--- config.mk ---
export PLATFORM = sky130hd
export DESIGN_NAME = noc_switch
export DESIGN_NICKNAME = d
export VERILOG_FILES = /design/src/rtl/noc_switch.sv
export SDC_FILE = /design/constraint.sdc
export NUM_CORES = 1
export LEC_CHECK = 0
export ABC_AREA = 1
export ABC_CLOCK_PERIOD_IN_PS = 5000
export CAP_MARGIN = 25
export CORE_MARGIN = 5
export CORE_UTILIZATION = 40
export CTS_BUF_LIST = sky130_fd_sc_hd__clkbuf_4
export DETAILED_ROUTE_END_ITERATION = 8
export PLACE_DENSITY = 0.95
export SLEW_MARGIN = 20
export SYNTH_ARGS = -nofsm -noshare
export SYNTH_HDL_FRONTEND = slang
export SYNTH_SLANG_ARGS = --single-unit
export TNS_END_PERCENT = 100
--- constraint.sdc ---
create_clock -name clk -period 5 [get_ports clk]
set_clock_uncertainty 0.2 [all_clocks]
set_input_delay 1 -clock clk [delete_from_list [all_inputs] [get_ports clk]]
set_output_delay 1 -clock clk [all_outputs]
set_load 0.005 [all_outputs]
--- src/rtl/noc_switch.sv ---
// noc_switch: single-input, four-output XY-routing element with a one-packet buffer
// and a valid/ready handshake on every side.
module noc_switch #(
   parameter int         WIDTH   = 33,
   parameter int         FL      = 2,
   parameter int         BL      = 1,
   parameter logic [3:0] address = 4'b0101,
   parameter logic [2:0] in_type = 3'b000
) (
   input  logic             clk,
   input  logic             rst_n,
   input  logic [WIDTH-1:0] in_data,
   input  logic             in_valid,
   output logic             in_ready,
   output logic [WIDTH-1:0] out0_data,
   output logic [WIDTH-1:0] out1_data,
   output logic [WIDTH-1:0] out2_data,
   output logic [WIDTH-1:0] out3_data,
   output logic             out0_valid,
   output logic             out1_valid,
   output logic             out2_valid,
   output logic             out3_valid,
   input  logic             out0_ready,
   input  logic             out1_ready,
   input  logic             out2_ready,
   input  logic             out3_ready,
   output logic             route_err
);
   if (in_type > 3'd4 || FL < 1 || BL < 0) begin : g_bad_param
      $error("noc_switch: illegal in_type, FL or BL");
   end
   typedef enum logic [1:0] {IDLE, FWD, SEND, BACK} state_t;
   state_t           r_state, w_next;
   logic [7:0]       r_cnt, w_cnt;
   logic [WIDTH-1:0] r_data;
   logic [1:0]       r_sel, w_sel;
   logic             r_err;
   logic [2:0]       w_dir;
   logic             w_uturn, w_acc, w_fire;
   logic [3:0]       w_valid, w_ready;
   // direction codes match in_type: 0=N 1=E 2=S 3=W 4=PE
   always_comb begin
      w_dir   = in_data[31:30] > address[3:2] ? 3'd1 :
                in_data[31:30] < address[3:2] ? 3'd3 :
                in_data[29:28] > address[1:0] ? 3'd0 :
                in_data[29:28] < address[1:0] ? 3'd2 : 3'd4;
      w_uturn = w_dir == in_type;
      w_sel   = (w_uturn || w_dir == 3'd4) ? 2'd3 :
                (w_dir < in_type) ? w_dir[1:0] : 2'(w_dir - 3'd1);
   end
   assign in_ready = rst_n && r_state == IDLE;
   assign w_acc    = in_valid && in_ready;
   assign w_ready  = {out3_ready, out2_ready, out1_ready, out0_ready};
   assign w_fire   = r_state == SEND && w_ready[r_sel];
   assign w_valid  = (rst_n && r_state == SEND) ? 4'b0001 << r_sel : 4'b0000;
   // counts hold the remaining cycles in FWD/BACK, so each state lasts FL-1 and BL cycles
   always_comb begin
      w_next = r_state;
      w_cnt  = r_cnt;
      case (r_state)
         IDLE: if (w_acc) begin
            w_next = (FL == 1) ? SEND : FWD;
            w_cnt  = 8'(FL - 1);
         end
         FWD: begin
            w_cnt = r_cnt - 8'd1;
            if (r_cnt <= 8'd1) w_next = SEND;
         end
         SEND: if (w_fire) begin
            w_next = (BL == 0) ? IDLE : BACK;
            w_cnt  = 8'(BL);
         end
         default: begin
            w_cnt = r_cnt - 8'd1;
            if (r_cnt <= 8'd1) w_next = IDLE;
         end
      endcase
   end
   always_ff @(posedge clk) begin
      if (!rst_n) begin
         r_state <= IDLE;
         r_cnt   <= '0;
         r_data  <= '0;
         r_sel   <= '0;
         r_err   <= 1'b0;
      end else begin
         r_state <= w_next;
         r_cnt   <= w_cnt;
         r_err   <= w_acc && w_uturn;
         if (w_acc) begin
            r_data <= in_data;
            r_sel  <= w_sel;
         end
      end
   end
   assign out0_data  = r_data;
   assign out1_data  = r_data;
   assign out2_data  = r_data;
   assign out3_data  = r_data;
   assign out0_valid = w_valid[0];
   assign out1_valid = w_valid[1];
   assign out2_valid = w_valid[2];
   assign out3_valid = w_valid[3];
   assign route_err  = r_err;
endmodule

[Word level (Yosys, flattened, before mapping)]
Index checks and enable logic that the tools add are counted.
Word-level totals
  register bits after elaboration: 46
  bits of input ports: 40
  output and inout bits: 138
  word-level logic and storage cells: 49
Operators by class
  $add $sub $neg: 2
  order comparisons: 7
  equality and inequality tests: 6
  shifts and indexed selects: 1
  muxes and demuxes: 17
  reductions and logical operators: 11
Operators by type and width (count)
  $mux W8: 2
  $pmux W8 S2: 1
  $mux W2: 6
  $mux W3: 4
  $le A8 B1 Y1 const B: 1
  $sub A8 B1 Y8 const B: 1
  $ne A2 B2 Y1 const B: 3
  $pmux W2 S3: 1
  $logic_and A1 B1 Y1: 5
  $gt A2 B1 Y1 const B: 2
  $lt A2 B1 Y1 const B: 2
  $mux W4: 1
  $reduce_and A4 Y1: 1
  $shl A1 B2 Y4 const A: 1
  $eq A3 B3 Y1 const B: 1
  $logic_not A3 Y1: 1
  $lt A2 B3 Y1 const B: 1
  $lt A3 B1 Y1 const B: 1
  $reduce_bool A3 Y1: 1
  $bmux W1 S2: 1
  $eq A2 B1 Y1 const B: 1
  $eq A2 B2 Y1 const B: 1
  $logic_not A2 Y1: 1
  $reduce_and A2 Y1: 1
  3 further kinds: 3

[Longest topological paths before layout]
  word-level depth: 8
  gate-level depth with buffers: 10
  mapped depth without buffers: 10

[Worst setup path after synthesis]
No wires, ideal clock.
  path kind: in2out
  start: input rst_n
  end: output out0_valid
  data arrival time: 1543 ps
  data required time: 3800 ps
  slack: 2257 ps
  stages: 3
  path buffers: 1
  cells stage by stage: clkbuf_1 > nand2_1 > nor3_1
On the way
  cells in the longest elaborated chain, start to end: 2
Ends and longest elaborated chain
  start: declaration: RTL line 11  | input logic rst_n,
  $logic_and A1 B1 Y1: RTL line 55  | assign w_valid = (rst_n && r_state == SEND) ? 4'b0001 << r_sel : 4'b0000;
  $mux W4: RTL line 55
  end: declaration: RTL line 19  | output logic out0_valid,
Every way passes these cells.

[Final worst setup path]
Same ends and word-level chain as after synthesis.

==> flow_metrics.tcl <==
set metrics [dict create \
    tightest_slew_ns 0.9214 \
    track_usage_pct 15.88 \
    initial_utilization_pct 40.54 \
    whs_path_depth 2 \
    rsz0062_at_grt "no" \
    arrival_ns 2.85 \
    powerDensity_nw_per_um2 435.2 \
    fin_tns_setup_ns 0 \
    startpoint "rst_n" \
    dp_hpwl_um 5573 \
    dp_cells 519 \
    io_buffers 177 \
    clock_sinks 46 \
    synth_cell_types 24 \
    dr.first_iter.drc_count 78 \
    n_antenna_cell 0 \
    synth_area_per_cell_sq_um 7.321 \
    grt_pass1_wl_um 11220 \
    drc 0 \
    setup_violations 0 \
    clk_path_buf_depth 2 \
    h-tree-depth 2 \
    dr_total_vias 2441 \
    crit_end "out0_valid" \
    syn_area_sq_um 2709 \
    r2r-start "r_state[0]" \
    reg2reg_depth 9 \
    drv_slew 0 \
    cts_resized 0 \
    total_power_mw 1.690 \
    design_area_sq_um 3884 \
    status "complete, no violations" \
    hold_class "register to register" \
    hold_buffers 0 \
    vdd_ir_drop_max_v 0.0003021 \
    final_core_util_pct 58.13 \
    core_sq_um 6681 \
    relSlewSlack_pct 38.19 \
    finalHoldViolCount 0 \
    synth_cells 370 \
    cts_buffers 5 \
    ys_seq_elements 46 \
    grt_max_degree 40 \
    grt_pass1_vias 2315 \
    crit_type "input pin to output port" \
    endpoint_kind "output port" \
    crit_required_ns 3.80 \
    finalCritPeriodShare_pct 81.06 \
    clkLatencyLatePin_ns 0.35 \
    worst_slack_ns 0.9471 \
    die_h_um 92.29 \
    routabilityCongestion 0.7426 \
    fin_nets 493 \
    cts_tree "yes" \
    fill_cells 597 \
    p_leak_nw 1.635 \
    preCtsSetupSlack_ns 0.8138 \
    clock_tree.root_cell "clkbuf_4" \
    routedWlPerCell_um 13.50 \
    synth_fp_nets 417 \
    drv_cap 0 \
    post_drt_via_cell_ratio 4.632 \
    start_kind "input pin" \
    area_growth_pct 43.37 \
    antenna_found_initial 0 \
    holdWs_ns 0.2985 \
    die_area_sq_um 8517 \
    ys_seq_area_share_pct 34.00 \
    fmax_ghz 0.2467 \
    r2r-end "r_sel[1]" \
    rows 30 \
    dieWidth_um 92.29 \
    ant_nets 0 \
    grt-ovfl-total 0 \
    totalWireLength_um 7112 \
    crit_fanout 18 \
    cts_setup_buffers 0 \
    ys_warn_count 0 \
    finalNonFillerCells 527 \
    clk_pin_slew_ns 0.13 \
    io_pins 178 \
    drive_gt1_share_pct 4.474 \
    drtPass1Iterations 5 \
    period_needed_ns 4.053 \
    dpl_cell_area_sq_um 3801 \
    rrSetupSlack_ns 2.06 \
]
[Yosys cell counts, drive strengths merged]
master / number / share of area (%)
nand2: 103 / 15
buf: 109 / 29
nand3: 43 / 8.3
a21oi: 11 / 2.0
nor2: 12 / 1.8
o21bai: 1 / 0.28
nor3: 7 / 1.5
dfxtp: 46 / 34
o21ai: 5 / 0.92
nand4: 3 / 0.69
or2: 2 / 0.46
ha: 7 / 3.2
clkinv: 1 / 0.14
inv: 19 / 2.6
clkbuf: 1 / 0.14
[where the power goes]
part,internal [mW],leakage (nW),total [mW],switching [mW]
clock,0.117,0.0463,0.233,0.116
combinational,0.495,1.21,0.905,0.410
sequential,0.455,0.378,0.551,0.0957
total,1.07,1.63,1.69,0.622
[routing by layer]
layer | vias to the layer above | wire [um] | part of all wire (%) | GRT usage, %
li1 | 1215 | - | - | -
met1 | 1097 | 2756 | 39 | 17.88
met2 | 119 | 3606 | 51 | 28.59
met3 | 10 | 660 | 9.3 | 5.280
met4 | 0 | 89 | 1.3 | 4.332
met5 | - | 0 | 0 | 0
[critical path: stages]
cell,delay [ns]
clkdlybuf4s50_1,0.89
nand2_1,0.23
nor3_1,0.19
clkdlybuf4s50_1,0.54
[cells by family after synthesis]
logic type | share of synthesized area [%]
AO/OA/AOI/OAI | 3.233
adder cells (fa/ha/maj) | 3.233
buffers and inverters | 32.10
flip-flops | 34.00
AND/OR/NAND/NOR | 27.44
[state kept, by name, summed over array words and instances (netlist names)]
| name | flops |
|---|---|
| r_cnt | 8 |
| r_state | 2 |
| route_err | 1 |
| r_sel | 2 |
| out0_data | 33 |
[final cells by class]
| class | instances | area (sq um) | area share [%] |
|---|---|---|---|
| Clock buffer | 7 | 52.55 | 1.353 |
| Clock inverter | 1 | 30.03 | 0.7732 |
| Inverter | 20 | 75.07 | 1.933 |
| Multi-Input combinational cell | 194 | 918.4 | 23.65 |
| Sequential cell | 46 | 920.9 | 23.71 |
| Tap cell | 80 | 100.1 | 2.577 |
| Timing Repair Buffer | 179 | 1787 | 46.01 |
[worst min path at each step]
stage / start / to / slack, ns
after floorplan: r_cnt[4] / r_cnt[4] / 0.25
after global routing: r_cnt[4] / r_cnt[4] / 0.34
after global placement: r_cnt[4] / r_cnt[4] / 0.26
after CTS: r_cnt[1] / r_cnt[1] / 0.30
after detailed placement: r_cnt[1] / r_cnt[1] / 0.28
final: r_cnt[3] / r_cnt[3] / 0.30
[layout by cell type, fill, tap and decap left out]
master | netlist | routed
a21oi_1 | 11 | 11
buf_4 | 99 | 2
bufinv_16 | 0 | 1
clkbuf_4 | 0 | 7
clkdlybuf4s50_1 | 0 | 177
clkinv_1 | 1 | 1
dfxtp_1 | 46 | 46
ha_1 | 7 | 7
inv_1 | 17 | 17
inv_2 | 2 | 2
nand2_1 | 101 | 101
nand2_2 | 1 | 1
nand2_4 | 1 | 1
nand3_1 | 41 | 41
nand3_2 | 2 | 2
nand4_1 | 3 | 3
nor2_1 | 10 | 10
nor2_2 | 2 | 2
nor3_1 | 6 | 6
nor3_2 | 1 | 1
o21ai_0 | 5 | 5
o21bai_1 | 1 | 1
or2_1 | 1 | 1
or2_2 | 1 | 1
Note: power is estimated with default switching activity, not from simulation.
